**config.mk**
```make
export PLATFORM = sky130hd
export DESIGN_NAME = hht_spmv_control
export DESIGN_NICKNAME = d
export VERILOG_FILES = /design/src/rtl/hht_pkg.sv /design/src/rtl/hht_mac.sv /design/src/rtl/hht_spmv_control.sv
export SDC_FILE = /design/constraint.sdc
export NUM_CORES = 1
export LEC_CHECK = 0
export CORE_UTILIZATION = 40
export DETAILED_ROUTE_END_ITERATION = 7
export MAX_ROUTING_LAYER = met4
export PLACE_DENSITY = 0.68
export REMOVE_ABC_BUFFERS = 1
export SETUP_SLACK_MARGIN = 0.4
export SYNTH_ARGS = -nofsm -noshare
export SYNTH_HDL_FRONTEND = slang
export SYNTH_SLANG_ARGS = --single-unit
```
**constraint.sdc**
```tcl
create_clock -name Clk -period 10.7 [get_ports Clk]
set_input_delay 3.21 -clock Clk [delete_from_list [all_inputs] [get_ports Clk]]
set_output_delay 3.21 -clock Clk [all_outputs]
set_load 0.01 [all_outputs]
```
**src/rtl/hht_pkg.sv**
```systemverilog
// Shared types and constants for the HHT sparse-matrix x dense-vector engine.
package hht_pkg;

    localparam int unsigned N_ROWS_DEF = 16;
    localparam int unsigned DW_DEF     = 32;
    localparam int unsigned RAW        = 5;

    localparam logic [RAW-1:0] REG_COL = 5'd6;
    localparam logic [RAW-1:0] REG_VEC = 5'd8;
    localparam logic [RAW-1:0] REG_MAT = 5'd9;
    localparam logic [RAW-1:0] REG_ROW = 5'd15;

    typedef enum logic [2:0] {
        BASE0,
        BASE1,
        RPTR,
        FETCH,
        MAC,
        RDONE,
        DONE
    } hht_state_e;

endpackage

```
**src/rtl/hht_mac.sv**
```systemverilog
// Truncating 32x32 multiply-accumulate with synchronous clear and enable.
// sum_c is the next accumulator value, exposed so the caller can store it per row.
module hht_mac
    import hht_pkg::*;
#(
    parameter int unsigned DW = DW_DEF
) (
    input  logic          Clk,
    input  logic          Rst,
    input  logic          clr,
    input  logic          en,
    input  logic [DW-1:0] a,
    input  logic [DW-1:0] b,
    output logic [DW-1:0] sum_c
);

    logic [DW-1:0] acc_q;

    assign sum_c = acc_q + a * b;

    always_ff @(posedge Clk or negedge Rst) begin
        if (!Rst) begin
            acc_q <= '0;
        end else if (clr) begin
            acc_q <= '0;
        end else if (en) begin
            acc_q <= sum_c;
        end
    end

endmodule

```
**src/rtl/hht_spmv_control.sv**
```systemverilog
// HHT engine computing y = A*x for a CSR matrix, one dot product per row into acc[].
// Optional HHT_WATCH_EN: capture the column index fetched at matrix-value address cpu_addr.
module hht_spmv_control
    import hht_pkg::*;
#(
    parameter int unsigned N_ROWS = N_ROWS_DEF,
    parameter int unsigned DW     = DW_DEF
) (
    input  logic           Clk,
    input  logic           Rst,
    input  logic [DW-1:0]  base_dat_a,
    input  logic [DW-1:0]  base_dat_b,
    output logic [DW-1:0]  addr1,
    output logic [DW-1:0]  addr2,
    input  logic [DW-1:0]  dataIn1,
    input  logic [DW-1:0]  dataIn2,
    input  logic           RD,
    input  logic [DW-1:0]  csize,
    input  logic [DW-1:0]  cpu_addr,
    output logic           hht,
    output logic [RAW-1:0] regaddr1,
    output logic [RAW-1:0] regaddr2,
    output logic [RAW-1:0] rdata,
    output logic [RAW-1:0] adata
);

    localparam int unsigned RW = $clog2(N_ROWS + 1);
    localparam int unsigned IW = $clog2(N_ROWS);

    hht_state_e    state;
    logic [RW-1:0] r;
    logic [IW-1:0] ridx;
    logic [DW-1:0] col_base, row_base, vec_base, mat_base;
    logic [DW-1:0] k, row_end, val;
    logic [DW-1:0] lim_c, ptr_c, start_c, k_nxt_c, mac_sum_c;
    logic [DW-1:0] acc [N_ROWS];

    // Index region starts after the row-pointer copy; row ends are clamped to its size.
    assign lim_c   = csize - DW'(N_ROWS + 1);
    assign ptr_c   = (dataIn1 > lim_c) ? lim_c : dataIn1;
    assign start_c = (r == '0) ? '0 : row_end;
    assign k_nxt_c = k + DW'(1);
    assign ridx    = r[IW-1:0];

`ifndef HHT_WATCH_EN
    logic unused_cpu_addr;
    assign unused_cpu_addr = ^cpu_addr;
`endif

    hht_mac #(.DW(DW)) u_mac (
        .Clk   (Clk),
        .Rst   (Rst),
        .clr   (RD && (state == RPTR)),
        .en    (RD && (state == MAC)),
        .a     (val),
        .b     (dataIn2),
        .sum_c (mac_sum_c)
    );

    always_ff @(posedge Clk or negedge Rst) begin
        if (!Rst) begin
            state    <= BASE0;
            addr1    <= '0;
            addr2    <= '0;
            hht      <= 1'b0;
            regaddr1 <= '0;
            regaddr2 <= '0;
            rdata    <= '0;
            adata    <= '0;
            col_base <= '0;
            row_base <= '0;
            vec_base <= '0;
            mat_base <= '0;
            r        <= '0;
            k        <= '0;
            row_end  <= '0;
            val      <= '0;
            for (int i = 0; i < int'(N_ROWS); i++) begin
                acc[i] <= '0;
            end
        end else if (RD) begin
            case (state)
                // Register indices are registered, so data is valid the cycle after they are issued.
                BASE0: begin
                    regaddr1 <= REG_COL;
                    regaddr2 <= REG_ROW;
                    if (regaddr1 == REG_COL) begin
                        col_base <= base_dat_a;
                        row_base <= base_dat_b;
                        regaddr1 <= REG_VEC;
                        regaddr2 <= REG_MAT;
                        state    <= BASE1;
                    end
                end
                BASE1: begin
                    vec_base <= base_dat_a;
                    mat_base <= base_dat_b;
                    addr1    <= row_base + DW'(1);
                    state    <= RPTR;
                end
                RPTR: begin
                    row_end <= ptr_c;
                    k       <= start_c;
                    if (start_c < ptr_c) begin
                        addr1 <= col_base + DW'(N_ROWS + 1) + start_c;
                        addr2 <= mat_base + start_c;
                        state <= FETCH;
                    end else begin
                        state <= RDONE;
                    end
                end
                FETCH: begin
                    val   <= dataIn2;
                    addr2 <= vec_base + dataIn1;
`ifdef HHT_WATCH_EN
                    if (addr2 == cpu_addr) begin
                        adata <= dataIn1[RAW-1:0];
                    end
`endif
                    state <= MAC;
                end
                MAC: begin
                    acc[ridx] <= mac_sum_c;
                    k         <= k_nxt_c;
                    if (k_nxt_c < row_end) begin
                        addr1 <= col_base + DW'(N_ROWS + 1) + k_nxt_c;
                        addr2 <= mat_base + k_nxt_c;
                        state <= FETCH;
                    end else begin
                        state <= RDONE;
                    end
                end
                RDONE: begin
                    rdata <= RAW'(r);
                    r     <= r + RW'(1);
                    if ((r + RW'(1)) < RW'(N_ROWS)) begin
                        addr1 <= row_base + DW'(r) + DW'(2);
                        state <= RPTR;
                    end else begin
                        state <= DONE;
                    end
                end
                DONE: begin
                    hht <= 1'b1;
                end
                default: begin
                    state <= BASE0;
                end
            endcase
        end
    end

endmodule

```
Word level (Yosys, flattened, before mapping)
Index checks and enable logic that the tools add are counted.
{"block": "word_totals", "register_bits": 280, "inputBits": 195, "out_inout_bits": 85, "word_cells": 74}
{"block": "op_classes", "add_sub_neg": 12, "n_lt_le_gt_ge": 4, "n_eq_ne": 11, "muxes": 17, "bitwise_logic": 1, "n_reduce_logical": 15}
{"op": "32-bit 2-to-1 mux", "count": 7}
{"op": "32-bit adder", "count": 5}
{"op": "32-bit case mux with 4 select lines", "count": 1}
{"op": "32-bit case mux with 3 select lines", "count": 1}
{"op": "32-bit by 1-bit adder with 32-bit output (second input constant)", "count": 2}
{"op": "32-bit less-than comparator", "count": 2}
{"op": "32-bit case mux with 2 select lines", "count": 1}
{"op": "32-bit by 2-bit adder with 32-bit output (second input constant)", "count": 1}
{"op": "32-bit by 5-bit adder with 32-bit output", "count": 1}
{"op": "32-bit by 5-bit adder with 32-bit output (second input constant)", "count": 1}
{"op": "32-bit greater-than comparator", "count": 1}
{"op": "32-bit by 5-bit subtractor with 32-bit output (second input constant)", "count": 1}
{"op": "3-bit case mux with 7 select lines", "count": 1}
{"op": "3-bit 2-to-1 mux", "count": 5}
{"op": "2-bit AND reduction", "count": 6}
{"op": "3-bit equality test (second input constant)", "count": 3}
{"op": "3-bit by 2-bit equality test with 1-bit output (second input constant)", "count": 2}
{"op": "3-bit AND reduction", "count": 2}
{"op": "5-bit by 1-bit adder with 5-bit output (second input constant)", "count": 1}
{"op": "5-bit by 3-bit equality test with 1-bit output (second input constant)", "count": 1}
{"op": "5-bit zero test", "count": 1}
{"op": "5-bit less-than comparator (second input constant)", "count": 1}
{"op": "5-bit AND reduction", "count": 1}
{"op": "4-bit 2-to-1 mux", "count": 1}
{"op": "9 further kinds", "count": 11}

Longest topological paths before layout
Gate-level depths: netlist of the first run.
{"block": "logic_depth", "depth_word": 6, "ltp_mapped": 31, "mapped_depth_nobuf": 28}

Worst setup path after synthesis of the first run
No wires, ideal clock.
{"block": "synth_path", "path_kind": "input port to flip-flop", "start": "input csize[8]", "end": "register addr1[11]", "setup_ps": 141, "arrival_ps": 9936, "t_required_ps": 10559, "setup_slack_ps": 623, "path_stages": 29, "n_path_buf": 4, "path_cell_list": "or3_4 -> or4_4 -> nor3_1 -> nand2_1 -> or3_4 -> or3_4 -> or4_1 -> xor2_1 -> ha_1 -> nand4_1 -> nor2_1 -> a221oi_1 -> nor3b_1 -> a22o_1 -> clkbuf_1 -> clkbuf_1 -> nor2_1 -> a21oi_1 -> ha_1 -> a21o_1 -> a21oi_1 -> o22ai_1 -> o21ai_0 -> or3b_2 -> a211oi_1 -> a32o_1 -> clkbuf_1 -> clkbuf_1 -> a31oi_1"}
{"block": "synth_between", "elab_chain_len": 6}
{"element": "start: declaration", "line": "hht_spmv_control.sv:18", "text": "input logic [DW-1:0] csize,"}
{"element": "32-bit by 5-bit subtractor with 32-bit output *", "line": "hht_spmv_control.sv:39", "text": "assign lim_c = csize - DW'(N_ROWS + 1);"}
{"element": "32-bit greater-than comparator", "line": "hht_spmv_control.sv:40", "text": "assign ptr_c = (dataIn1 > lim_c) ? lim_c : dataIn1;"}
{"element": "32-bit 2-to-1 mux *", "line": "hht_spmv_control.sv:40"}
{"element": "32-bit less-than comparator *", "line": "hht_spmv_control.sv:104", "text": "if (start_c < ptr_c) begin"}
{"element": "2-bit by 1-bit inequality test with 1-bit output (no line) *"}
{"element": "5-bit AND reduction (no line) *"}
{"element": "end signal: assignment", "line": "hht_spmv_control.sv:98", "text": "addr1 <= row_base + DW'(1);"}
{"element": "end signal: assignment", "line": "hht_spmv_control.sv:105", "text": "addr1 <= col_base + DW'(N_ROWS + 1) + start_c;"}
{"element": "end signal: assignment", "line": "hht_spmv_control.sv:126", "text": "addr1 <= col_base + DW'(N_ROWS + 1) + k_nxt_c;"}
{"element": "end: declaration", "line": "hht_spmv_control.sv:13", "text": "output logic [DW-1:0] addr1,"}
Every way passes the cells marked *; elsewhere a longest branch is shown, timed or not.
A chain may end at the register's enable or synchronous reset.

Worst setup path in the final report of the first run
{"block": "layout_path", "start": "input csize[8]", "end": "register addr2[4]"}
{"block": "layout_between", "elab_chain_len": 6}
{"element": "32-bit by 5-bit subtractor with 32-bit output *", "line": "hht_spmv_control.sv:39"}
{"element": "32-bit greater-than comparator", "line": "hht_spmv_control.sv:40"}
{"element": "32-bit 2-to-1 mux *", "line": "hht_spmv_control.sv:40"}
{"element": "32-bit less-than comparator *", "line": "hht_spmv_control.sv:104"}
{"element": "2-bit by 1-bit inequality test with 1-bit output (no line) *"}
{"element": "4-bit AND reduction (no line) *"}
{"element": "end signal: assignment", "line": "hht_spmv_control.sv:106", "text": "addr2 <= mat_base + start_c;"}
{"element": "end signal: assignment", "line": "hht_spmv_control.sv:114", "text": "addr2 <= vec_base + dataIn1;"}
{"element": "end signal: assignment", "line": "hht_spmv_control.sv:127", "text": "addr2 <= mat_base + k_nxt_c;"}
{"element": "end: declaration", "line": "hht_spmv_control.sv:14", "text": "output logic [DW-1:0] addr2,"}
Marked as above.

==> results of run 1 <==
## per-stage QoR
stage,util,worst slack [ns],total power [mW]
floorplan,-,-0.764,5.37
global placement,0.473,-0.254,7.01
detailed placement,0.473,-0.321,7.14
CTS,0.494,0.405,8.37
global route,0.500,0.377,9.14
finish,0.500,0.608,8.51
## critical path, delay by kind of cell
| family | cells | cell delay (ns) |
|---|---|---|
| adders and majority gates | 2 | 0.60 |
| xor gates and xnor gates | 1 | 0.13 |
| and+or+nand+nor | 11 | 3.23 |
| AOI/OAI and AO/OA | 8 | 1.64 |
| buffers and inverters | 9 | 1.75 |
## cell usage in the layout (no fill, tap or decap), drive strengths merged, types with 28 or more instances in the layout
master,count
nor3,43
a31oi,28
nor2,167
o21ai,167
buf,105
inv,91
nand2,218
nand4,42
ha,203
xnor2,121
a21o,54
dfrtp,273
clkdlybuf4s50,206
clkbuf,47
and2,43
mux2,184
xor2,63
nand3,59
a21oi,216
## power breakdown
| part | switching (mW) | internal (mW) |
|---|---|---|
| clock network | 0.457 | 0.675 |
| logic | 3.02 | 2.35 |
| registers | 0.486 | 1.53 |
## routing by layer
layer,part of all wire,global-route usage
met3,0.046,0.0220
met4,0.025,0.0660
met2,0.46,0.397
met1,0.47,0.345
met5,0,-
## timing repair
action,4_1_cts,5_1_grt
gates cloned,2,2
buffers inserted,2,11
resized for setup,5,45
pin swaps,2,15
endpoints found under the setup margin,21,64
hold buffers,0,0
## state kept, by name (all words and copies together) (netlist names)
name and count:
row_base 32, r 5, regaddr2 2, col_base 32
vec_base 32, rdata 5, mat_base 32, k 32
state 3, addr1 32, addr2 32, row_end 32
hht 1, regaddr1 1
## kinds of logic after synthesis
family | Yosys count | synth area share
AOI/OAI and AO/OA | 633 | 0.181
other | 1 | 0.000177
and+or+nand+nor | 700 | 0.162
adders and majority gates | 207 | 0.124
muxes | 186 | 0.0987
xor gates and xnor gates | 184 | 0.0761
buffers and inverters | 189 | 0.0357
DFF | 273 | 0.322
## worst min path at each step
stage / to / slack [ns] / cells after the start
after floorplan: row_end[10] / 0.46 / 2
after global placement: addr2[3] / 0.46 / 2
after detailed placement: addr2[14] / 0.47 / 1
after CTS: addr2[3] / 0.48 / 2
after global routing: addr2[14] / 0.50 / 1
final: addr2[3] / 0.48 / 2
## final cells by class
cell class | instances | area, µm² | area share
clock buffers | 46 | 902 | 0.0348
diodes | 1 | 2.50 | 0.0000965
inverters | 92 | 345 | 0.0133
well taps | 680 | 851 | 0.0328
multi-input cells | 1921 | 13900 | 0.535
flip-flops and latches | 273 | 6830 | 0.264
clock inverters | 11 | 160 | 0.00618
repair buffers | 312 | 2960 | 0.114
==> impl_metrics.py, run 1 <==
metrics = {
    "job": {
        "maxCapViolCount": 0,
    },
    "critical_path": {
        "crit_fanout": 16,
        "cp-startpoint": "csize[8]",
        "r2r_cells": 16,
        "end_kind": "register",
        "timing.rr.end": "addr2[31]",
        "max_stage_delay_ns": 0.44,
        "worstReg2RegStart": "r[0]",
        "arrival_ns": 10.58,
        "crit_top_cell": "buf_4",
        "critPathCapture": "addr2[4]",
        "reg2reg_slack_ns": 5.07,
        "worstPathRequired_ns": 11.19,
        "crit_slowest_cell": "or4_4",
        "cp-start-kind": "input port",
        "critPathKind": "in -> reg",
    },
    "synthesis": {
        "syn_avg_cell_area_um2": 8.93,
        "syn_inst": 2373,
        "ys_seq_area_frac": 0.322,
        "synth.distinct_cells": 78,
        "synth_common_cells": "dfrtp_1, nand2_1, a21oi_1",
        "syn-cell-area_um2": 21200,
        "yosysWarningCount": 5,
        "synth_area_leader_cell": "dfrtp_1",
        "synth_top_area_frac": 0.322,
        "synth_area_leaders": "dfrtp_1, ha_1, mux2_2, a21oi_1, xnor2_1",
        "ys_ff_latch": 273,
        "synth_edf_count": 0,
        "ys_async_sr_fraction": 1.00,
        "synth_flop_cell": "dfrtp_1",
        "yosysMostFrequentCell": "dfrtp_1",
    },
    "die": {
        "die_height_um": 232,
        "dieArea_um2": 53900,
        "core_um2": 51800,
        "initial_core_util": 0.409,
        "fp-row-count": 83,
        "io_pins": 280,
        "die_x_um": 232,
    },
    "sta": {
        "finalCritPeriodShare": 0.943,
        "clock_skew_ns": 0.0188,
        "finalCriticalPeriod_ns": 10.09,
        "relSlewSlack": 0.223,
        "fmax_ghz": 0.0991,
        "tns_ns": 0,
        "holdWs_ns": 0.481,
        "worst_pin_slew_ns": 1.16,
        "rsz0062_at_grt": "true",
        "setup_violations": 0,
        "hold_viol": 0,
        "finalMaxSlewViolations": 0,
    },
    "place": {
        "gp_congestion": 0.909,
        "placed_area_um2": 24500,
        "dpl.cell_count": 3261,
        "dpl.hpwl_um": 52000,
        "port_buffers": 207,
    },
    "finish": {
        "postLayoutCellArea_um2": 25900,
        "syn2layout_area_growth_pct": 22.4,
        "fillerInstances": 4816,
        "fin_cells": 3336,
        "drive_gt1_frac": 0.151,
        "nNetsFinal": 3033,
    },
    "clocking": {
        "worstSkewPairLatency_ns": 0.59,
        "clock-sinks": 273,
        "cts_tree": "built",
        "cts_made_buffers": 31,
        "cts_buffer_depth": 3,
        "cts_max_level": 1,
        "clkTransAtPathRegs_ns": 0.06,
        "cts_root_buf": "clkbuf_16",
    },
    "detailed_routing": {
        "routed_wl_um": 67600,
        "num_vias": 18900,
        "vias_per_cell": 5.67,
        "remaining_drc_errors": 0,
        "first_pass_iters": 6,
        "ant_nets": 0,
        "wire_per_inst_um": 20.3,
        "drt_iter0_markers": 1434,
    },
    "grt": {
        "track_usage": 0.252,
        "grt_pass1_wl_um": 103000,
        "gr-total-overflow": 0,
        "antenna_found_initial": 1,
        "grt_max_degree": 87,
        "grt_pass1_vias": 18400,
    },
    "power_and_ir_drop": {
        "power_leakage_nw": 11.6,
        "powerDensity_nw_per_um2": 328,
        "ir_drop_v": 0.000166,
    },
    "hold_path": {
        "min-delay-start": "addr2[3]",
        "min_path_type": "reg -> reg",
    },
    "run_status": {
        "run_status": "complete, no violations",
    },
}
Note: power is estimated with default switching activity, not from simulation.
==> run 2: changes to the inputs <==
--- a/config.mk
+++ b/config.mk
@@ -14,3 +14,4 @@
 export SYNTH_ARGS = -nofsm -noshare
 export SYNTH_HDL_FRONTEND = slang
 export SYNTH_SLANG_ARGS = --single-unit
+export TNS_END_PERCENT = 20
==> run 2 against run 1 <==
Sequential share of layout area up 0.16 points. Die area is the same. Clock skew about the same. Non-clock buffer count is 4 lower. Count of clock-buffer cells in the layout did not move. Final cell count fell by 0.15%. Setup slack worse by 0.0016 ns. First-iteration DRC count decreased by 4.9%. Total power fell by 0.64%. Clock power about the same. Register-to-register slack hardly changed.
==> impl_metrics.py, run 2 (synthesis gave the netlist of run 1 again) <==
metrics = {
    "run_status": {
        "run_status": "complete, no violations",
    },
    "sta": {
        "fmax_ghz": 0.0991,
        "finalCriticalPeriod_ns": 10.09,
        "worst_pin_slew_ns": 1.16,
        "hold_viol": 0,
        "finalMaxSlewViolations": 0,
        "finalCritPeriodShare": 0.943,
        "rsz0062_at_grt": "true",
        "fin_ws_ns": 0.606,
        "relSlewSlack": 0.228,
        "clock_skew_ns": 0.0190,
        "setup_violations": 0,
        "holdWs_ns": 0.481,
    },
    "critical_path": {
        "critPathBufInv": 7,
        "critPathKind": "in -> reg",
        "max_stage_delay_ns": 0.44,
        "crit_top_cell": "buf_4",
        "arrival_ns": 10.62,
        "cp-start-kind": "input port",
        "critical_path.top_delay_family": "simple AND/OR/NAND/NOR gates",
        "worstPathRequired_ns": 11.22,
        "end_kind": "register",
        "crit_slowest_cell": "or4_4",
        "crit_fanout": 22,
    },
    "die": {
        "core_um2": 51800,
        "fp-row-count": 83,
        "dieArea_um2": 53900,
        "die_height_um": 232,
        "die_x_um": 232,
        "initial_core_util": 0.409,
        "io_pins": 280,
    },
    "finish": {
        "syn2layout_area_growth_pct": 21.6,
        "postLayoutCellArea_um2": 25800,
        "nNetsFinal": 3028,
        "drive_gt1_frac": 0.143,
        "mostFrequentLayoutCells": "dfrtp_1, nand2_1, a21oi_1, clkdlybuf4s50_1, ha_1",
        "final_common_cell": "dfrtp_1",
    },
    "clocking": {
        "cts_root_buf": "clkbuf_16",
        "cts_made_buffers": 31,
        "clkTransAtPathRegs_ns": 0.06,
        "cts_buffer_depth": 3,
        "cts_tree": "built",
        "worstSkewPairLatency_ns": 0.59,
        "clock-sinks": 273,
        "cts_max_level": 1,
        "postCtsHoldBufs": 0,
    },
    "detailed_routing": {
        "vias_per_cell": 5.67,
        "drt_iter0_markers": 1364,
        "num_vias": 18900,
        "top_layer": "met4",
        "first_pass_iters": 6,
        "routed_wl_um": 67100,
        "wl_met2_um": 30700,
        "ant_nets": 0,
        "remaining_drc_errors": 0,
        "wire_per_inst_um": 20.2,
        "wl_met1_um": 31300,
        "wl_met3_um": 3530,
    },
    "grt": {
        "grt_max_degree": 87,
        "grt_pass1_wl_um": 103000,
        "grt_pass1_vias": 18400,
        "antenna_found_initial": 1,
        "track_usage": 0.252,
        "gr-total-overflow": 0,
    },
    "place": {
        "dpl.hpwl_um": 52000,
        "gp_congestion": 0.909,
        "place_ws_ns": -0.321,
        "placed_area_um2": 24500,
        "port_buffers": 207,
    },
    "power_and_ir_drop": {
        "power_leakage_nw": 11.5,
        "powerDensity_nw_per_um2": 328,
        "ir_drop_v": 0.000166,
    },
    "job": {
        "maxCapViolCount": 0,
    },
    "hold_path": {
        "min_path_type": "reg -> reg",
    },
}
run 2: changes by cell type in the layout (fill, tap and decap cells not counted), sizes merged:
cell	change
buf	-3
clkbuf	-1
nor2	-1
run 2: per-layer routing:
metal  vias to the layer above  track usage
li1                       9117            -
met1                      9084        0.345
met2                       600        0.397
met3                        98       0.0220
met4                         0       0.0660
met5                         -            -
run 2: final timing paths:
kind	from	endpoint	slack (ns)	depth (start not counted)
worst min-delay path	addr2[3]	addr2[3]	0.48	2
min in group asynchronous	Rst	row_base[28]	2.62	1
worst max register to register	r[0]	addr2[31]	5.06	16
max in group asynchronous	Rst	k[4]	6.54	2
worst max-delay path	csize[8]	addr2[14]	0.61	30
worst min register to register	addr2[3]	addr2[3]	0.48	2
run 2: cell type report:
type | instances | area (µm²)
clock buffers | 46 | 902
repair buffers | 308 | 2900
diodes | 1 | 2.50
inverters | 92 | 345
flip-flops and latches | 273 | 6830
fillers | 4823 | 26100
well taps | 680 | 851
clock inverters | 11 | 160
multi-input cells | 1920 | 13800
run 2: tightest hold or removal path, delay by kind of cell (launching register included):
family,cells,cell delay (ns)
flops,1,0.34
compound gates,1,0.05
simple gates,1,0.05
run 2: power by group:
group,switching (mW),internal [mW]
combinational,2.99,2.32
sequential,0.486,1.53
clock,0.457,0.675
run 2: timing repair:
| action | CTS | global route |
|---|---|---|
| endpoints found under the setup margin | 21 | 64 |
| gates cloned | 2 | 0 |
| pin swaps | 2 | 3 |
| gates resized for setup | 5 | 16 |
| buffers inserted | 2 | 8 |
run 2: metrics by stage:
stage,TNS (ns),power (mW),utilization,std cells
after detailed placement,-12.06,7.14,0.473,3261
after global placement,-7.63,7.01,0.473,3261
after floorplan,-34.69,5.37,-,2283
after global routing,0,9.09,0.497,3331
final,0,8.46,0.497,3331
after CTS,0,8.37,0.494,3322
